## src/rtl/uart_rx_if.sv

```systemverilog
// Byte-side handshake between uart_rx and its consumer.
// master drives the byte and status; slave returns the ack.
`timescale 1ns/1ps
interface uart_rx_if;
    logic [7:0] dout;
    logic       dout_valid;
    logic       dout_ack;
    logic       frame_err;
    logic       overrun;

    modport master (
        output dout,
        output dout_valid,
        output frame_err,
        output overrun,
        input  dout_ack
    );

    modport slave (
        input  dout,
        input  dout_valid,
        input  frame_err,
        input  overrun,
        output dout_ack
    );
endinterface

```

## src/rtl/uart_rx.sv

```systemverilog
// 8N1 UART receiver with 16x oversampling and 3-sample majority vote.
// Received bytes are held in dout with a valid/ack handshake.
`timescale 1ns/1ps
module uart_rx #(
    parameter int CLK_FREQ = 100000000,
    parameter int BAUD     = 9600
) (
    input  logic      clk,
    input  logic      rst,
    input  logic      rx_in,
    uart_rx_if.master bus
);
    localparam int DIV = CLK_FREQ / (BAUD * 16);
    localparam int PW  = (DIV > 1) ? $clog2(DIV) : 1;
    localparam logic [PW-1:0] PRE_MAX = PW'(DIV - 1);

    typedef enum logic [2:0] {
        WAIT_IDLE,
        IDLE,
        START,
        DATA,
        STOP
    } state_t;

    state_t state, state_nx;

    logic          rx_m, rx_s;
    logic [PW-1:0] pre;
    logic [3:0]    tcnt;
    logic [2:0]    bit_idx;
    logic [7:0]    shift;
    logic          v7, v8;
    logic          tick, decide, bit_end;
    logic          vote, start_det;
    logic          load, ferr;

    assign tick      = (pre == PRE_MAX);
    assign decide    = tick && (tcnt == 4'd9);
    assign bit_end   = tick && (tcnt == 4'd15);
    assign vote      = (v7 & v8) | (v7 & rx_s) | (v8 & rx_s);
    assign start_det = (state == IDLE) && !rx_s;

    always_ff @(posedge clk) begin
        if (rst) begin
            rx_m <= 1'b0;
            rx_s <= 1'b0;
        end else begin
            rx_m <= rx_in;
            rx_s <= rx_m;
        end
    end

    // Prescaler and tick counter realign to the detected start edge
    always_ff @(posedge clk) begin
        if (rst || start_det) begin
            pre  <= '0;
            tcnt <= '0;
        end else if (tick) begin
            pre  <= '0;
            tcnt <= tcnt + 4'd1;
        end else begin
            pre  <= pre + 1'b1;
        end
    end

    always_ff @(posedge clk) begin
        if (rst) begin
            v7 <= 1'b0;
            v8 <= 1'b0;
        end else if (tick) begin
            if (tcnt == 4'd7) v7 <= rx_s;
            if (tcnt == 4'd8) v8 <= rx_s;
        end
    end

    always_ff @(posedge clk) begin
        if (rst) state <= WAIT_IDLE;
        else     state <= state_nx;
    end

    always_comb begin
        state_nx = state;
        load     = 1'b0;
        ferr     = 1'b0;
        unique case (state)
            WAIT_IDLE: if (rx_s) state_nx = IDLE;
            IDLE:      if (!rx_s) state_nx = START;
            START: begin
                if (decide && vote) state_nx = IDLE;
                else if (bit_end)   state_nx = DATA;
            end
            DATA: begin
                if (bit_end && bit_idx == 3'd7) state_nx = STOP;
            end
            STOP: begin
                if (decide) begin
                    load     = vote;
                    ferr     = !vote;
                    state_nx = vote ? IDLE : WAIT_IDLE;
                end
            end
            default: state_nx = WAIT_IDLE;
        endcase
    end

    always_ff @(posedge clk) begin
        if (rst) begin
            bit_idx <= '0;
            shift   <= '0;
        end else if (state == START && bit_end) begin
            bit_idx <= '0;
        end else if (state == DATA) begin
            if (decide)  shift[bit_idx] <= vote;
            if (bit_end) bit_idx <= bit_idx + 3'd1;
        end
    end

    // A completing byte always wins over an ack landing the same cycle
    always_ff @(posedge clk) begin
        if (rst) begin
            bus.dout       <= '0;
            bus.dout_valid <= 1'b0;
            bus.frame_err  <= 1'b0;
            bus.overrun    <= 1'b0;
        end else begin
            bus.frame_err <= ferr;
            if (bus.dout_valid && bus.dout_ack) begin
                bus.dout_valid <= 1'b0;
                bus.overrun    <= 1'b0;
            end
            if (load) begin
                bus.dout       <= shift;
                bus.dout_valid <= 1'b1;
                if (bus.dout_valid && !bus.dout_ack) bus.overrun <= 1'b1;
            end
        end
    end
endmodule

```

## src/flat_wrapper.sv

```systemverilog
// flat-port wrapper written by rule: the top's interface ports become plain ports
module uart_rx_flat 
#(
    parameter int CLK_FREQ = 100000000,
    parameter int BAUD     = 9600
)
  (clk, rst, rx_in, bus_dout, bus_dout_valid, bus_frame_err, bus_overrun, bus_dout_ack);
  uart_rx_if bus_i ();
  input  logic clk;
  input  logic rst;
  input  logic rx_in;
  output wire logic [$bits(bus_i.dout)-1:0] bus_dout;
  output wire logic [$bits(bus_i.dout_valid)-1:0] bus_dout_valid;
  output wire logic [$bits(bus_i.frame_err)-1:0] bus_frame_err;
  output wire logic [$bits(bus_i.overrun)-1:0] bus_overrun;
  input wire logic [$bits(bus_i.dout_ack)-1:0] bus_dout_ack;
  assign bus_dout = bus_i.dout;
  assign bus_dout_valid = bus_i.dout_valid;
  assign bus_frame_err = bus_i.frame_err;
  assign bus_overrun = bus_i.overrun;
  assign bus_i.dout_ack = bus_dout_ack;
  uart_rx #(.CLK_FREQ(CLK_FREQ), .BAUD(BAUD)) u_core (.clk(clk), .rst(rst), .rx_in(rx_in), .bus(bus_i));
endmodule
```

## config.mk

```make
export PLATFORM = sky130hd
export DESIGN_NAME = uart_rx_flat
export DESIGN_NICKNAME = d
export VERILOG_FILES = /design/src/rtl/uart_rx_if.sv /design/src/rtl/uart_rx.sv /design/src/flat_wrapper.sv
export SDC_FILE = /design/constraint.sdc
export NUM_CORES = 1
export LEC_CHECK = 0
export CORE_MARGIN = 5
export CORE_UTILIZATION = 45
export CTS_CLUSTER_SIZE = 10
export DETAILED_ROUTE_END_ITERATION = 10
export DONT_BUFFER_PORTS = 1
export GPL_ROUTABILITY_DRIVEN = 0
export GPL_TIMING_DRIVEN = 0
export PLACE_DENSITY = 0.62
export SLEW_MARGIN = 20
export SYNTH_ARGS = -nofsm -noshare
export SYNTH_HDL_FRONTEND = slang
export SYNTH_SLANG_ARGS = --single-unit
```

## constraint.sdc

```tcl
create_clock -name clk -period 2.3 [get_ports clk]
set_input_delay 0.345 -clock clk [delete_from_list [all_inputs] [get_ports clk]]
set_output_delay 0.345 -clock clk [all_outputs]
set_load 0.02 [all_outputs]
```

==> results.tsv <==
metric	value	unit
status	finished clean	
drc	0	
postCtsSetupBuffers	0	
finalSetupTns	0	ns
vias_per_cell	5.21	
num_vias	1391	
pin_count	15	
grt_max_degree	15	
power_density	718	nW/um2
fin_hold_ws	0.145	ns
final_cells	267	
antenna_found_initial	0	
core_area	4260	um2
hold_viol	0	
fmax	525	MHz
skew	0.00746	ns
port_buffers	0	
detail-route-antenna-nets	0	
path_class	flip-flop to flip-flop	
synth_warnings	0	
clk_latency	0.29	ns
htree_num_levels	2	
ys_seq_area_share	44.2	%
drv_cap	0	
crit_start	u_core.tcnt[0]$_SDFFE_PP0P_	
rows	24	
grt_usage	13.4	%
p_leak	0.000876	uW
worstSetupStartpointType	flip-flop	
dieHeight	75.8	um
final_common_cell	dfxtp_1	
cpMaxStageDelayCell	or4_1	
critPathCaptureType	flip-flop	
fin_crit_sh	82.8	%
synth_edf_count	0	
fin_util	49.8	%
yosysUniqueCellTypes	40	
worstPathCellList	ha_1 -> and3b_1 -> nand4_2 -> a21o_1 -> or4_1 -> a21oi_1	
nets	225	
dpl.cell_count	259	
ir_drop	0.000455	V
slew_headroom	57.8	%
die-width	75.8	um
crit_required	2.53	ns
overflow	0	
clockRootBuffer	clkbuf_8	
synth_top_family_by_area	simple AND/OR/NAND/NOR gates	
synthesis.area	1950	um2
max_stage_delay	0.50	ns
clk_pin_slew_worst_paths	0.08	ns
r2r_start	u_core.tcnt[0]$_SDFFE_PP0P_	
n_antenna_cell	0	
rsz0062_at_grt	no	
post_drt_wl_per_cell	13.0	um
synth-compound-area-share	6.17	%
synth_nets	218	
area_growth	9.13	%
r2r_setup_slack	0.40	ns
setup_viol	0	
cts_tree	yes	
synth_ff_type	dfxtp_1	
final_cell_mix	43 x dfxtp_1, 27 x nor2_1, 17 x mux2i_1	
cts_inserted_buffers	5	
synthMuxAreaShare	8.75	%
postCtsResizedCells	0	
endpoint	u_core.state[0]$_SDFFE_PP0P_	
synthSimpleGateAreaFrac	27.3	%
cts_hold_repair.buffers	0	
initial_core_util	45.6	%
drt_first_pass_iters	4	
synth_cells	207	
slew_viol_final	0	
ys_ff_latch	43	
synth_fa_ha_area_share	5.02	%
finalWirelength	3470	um
syn_area_per_cell	9.40	um2
design_area	2120	um2
hold_path_class	input port to flip-flop	
drtIter0Drc	67	
grt_pass1_wl	5840	um
clock_sinks	43	
worst_pin_slew	0.632	ns
dieArea	5740	um2
grt_pass1_vias	1243	
r2r-end	u_core.state[0]$_SDFFE_PP0P_	
drive_gt1_share	8.37	%
finalCriticalPeriod	1.90	ns
crit_fanout	5	
clockBufferDepth	2	
place_area	2010	um2
synthXorXnorAreaFrac	5.40	%
arrival	2.13	ns
async_flop_share	0	%
hpwl	2470	um
rr_worst_depth	6	
## logic make-up after synthesis
| kind of cell | Yosys count |
|---|---|
| multiplexers | 17 |
| buffers and inverters | 15 |
| AND/OR/NAND/NOR | 94 |
| adder cells (fa/ha/maj) | 8 |
| flip-flops | 43 |
| AO/OA/AOI/OAI | 18 |
| XOR/XNOR | 12 |
## worst min-delay path by stage
stage,depth (start not counted),start,slack [ns],endpoint
final,1,bus_dout_ack,0.14,flip-flop
after global routing,1,bus_dout_ack,0.15,flip-flop
after global placement,1,u_core.rx_m$_SDFF_PP0_,0.43,u_core.rx_s$_SDFF_PP0_
after detailed placement,1,u_core.rx_m$_SDFF_PP0_,0.43,u_core.rx_s$_SDFF_PP0_
after CTS,1,bus_dout_ack,0.14,flip-flop
after floorplan,1,u_core.rx_m$_SDFF_PP0_,0.41,u_core.rx_s$_SDFF_PP0_
## through the flow
| stage | power, uW | setup slack (ns) |
|---|---|---|
| 2_1_floorplan | 928 | 0.576 |
| 3_3_place_gp | 961 | 0.396 |
| 3_5_place_dp | 961 | 0.409 |
| 4_1_cts | 1540 | 0.392 |
| 5_1_grt | 1600 | 0.182 |
| 6_report | 1520 | 0.395 |
## report_power, final
group | switching [uW] | total [uW] | internal (uW)
clock network | 257 | 580 | 323
logic | 88.4 | 151 | 62.6
registers | 23.6 | 794 | 770
total | 369 | 1520 | 1160
## metal layers
layer | wire [um] | up-vias | global-route usage, %
li1 | - | 731 | -
met1 | 1780 | 629 | 18.7
met2 | 1440 | 26 | 19.0
met3 | 209 | 5 | 5.15
met4 | 41 | 0 | 4.08
met5 | 0 | - | 0
## state kept, by name (all words and copies together) (netlist names), named ones only
signal / flops
u_core.pre: 10
u_core.shift: 8
u_core.rx_s: 1
u_core.bus.dout: 8
u_core.bit_idx: 3
u_core.state: 3
u_core.v7: 1
u_core.v8: 1
u_core.bus.frame_err: 1
u_core.tcnt: 4
u_core.rx_m: 1
u_core.bus.dout_valid: 1
## worst max-delay path: cells and delay by family, from the launching register on
kind | cells | cell delay (ns)
AND/OR/NAND/NOR | 3 | 0.90
adder cells (fa/ha/maj) | 1 | 0.16
flip-flops | 1 | 0.42
AO/OA/AOI/OAI | 2 | 0.36
## final cells by class
type | count | area [um2]
buffer | 10 | 41.3
clock inverter | 3 | 43.8
inverter | 5 | 18.8
multi-input combinational | 149 | 1020
tap | 52 | 65.1
clock buffer | 5 | 68.8
fill | 422 | 2140
sequential | 43 | 861
## Yosys cell counts, drive strengths merged (2+ instances only)
cell | n | area share [%]
nor3 | 5 | 1.3
and3 | 6 | 2.1
nand3 | 8 | 2.1
clkbuf | 7 | 1.4
and4 | 2 | 0.96
nor2 | 27 | 5.2
nand4b | 2 | 0.90
nor3b | 4 | 1.5
mux2i | 17 | 8.7
o21ai | 2 | 0.51
nand3b | 3 | 1.2
ha | 7 | 4.5
a21oi | 6 | 1.5
buf | 3 | 0.77
nand2 | 12 | 2.3
and3b | 2 | 0.90
a2bb2oi | 2 | 0.90
inv | 5 | 0.96
nor2b | 5 | 1.6
xnor2 | 6 | 2.7
nand2b | 11 | 3.5
dfxtp | 43 | 44
a211oi | 2 | 0.77
xor2 | 6 | 2.7
nand4 | 2 | 0.96
Power figures use the tool's default switching activity.
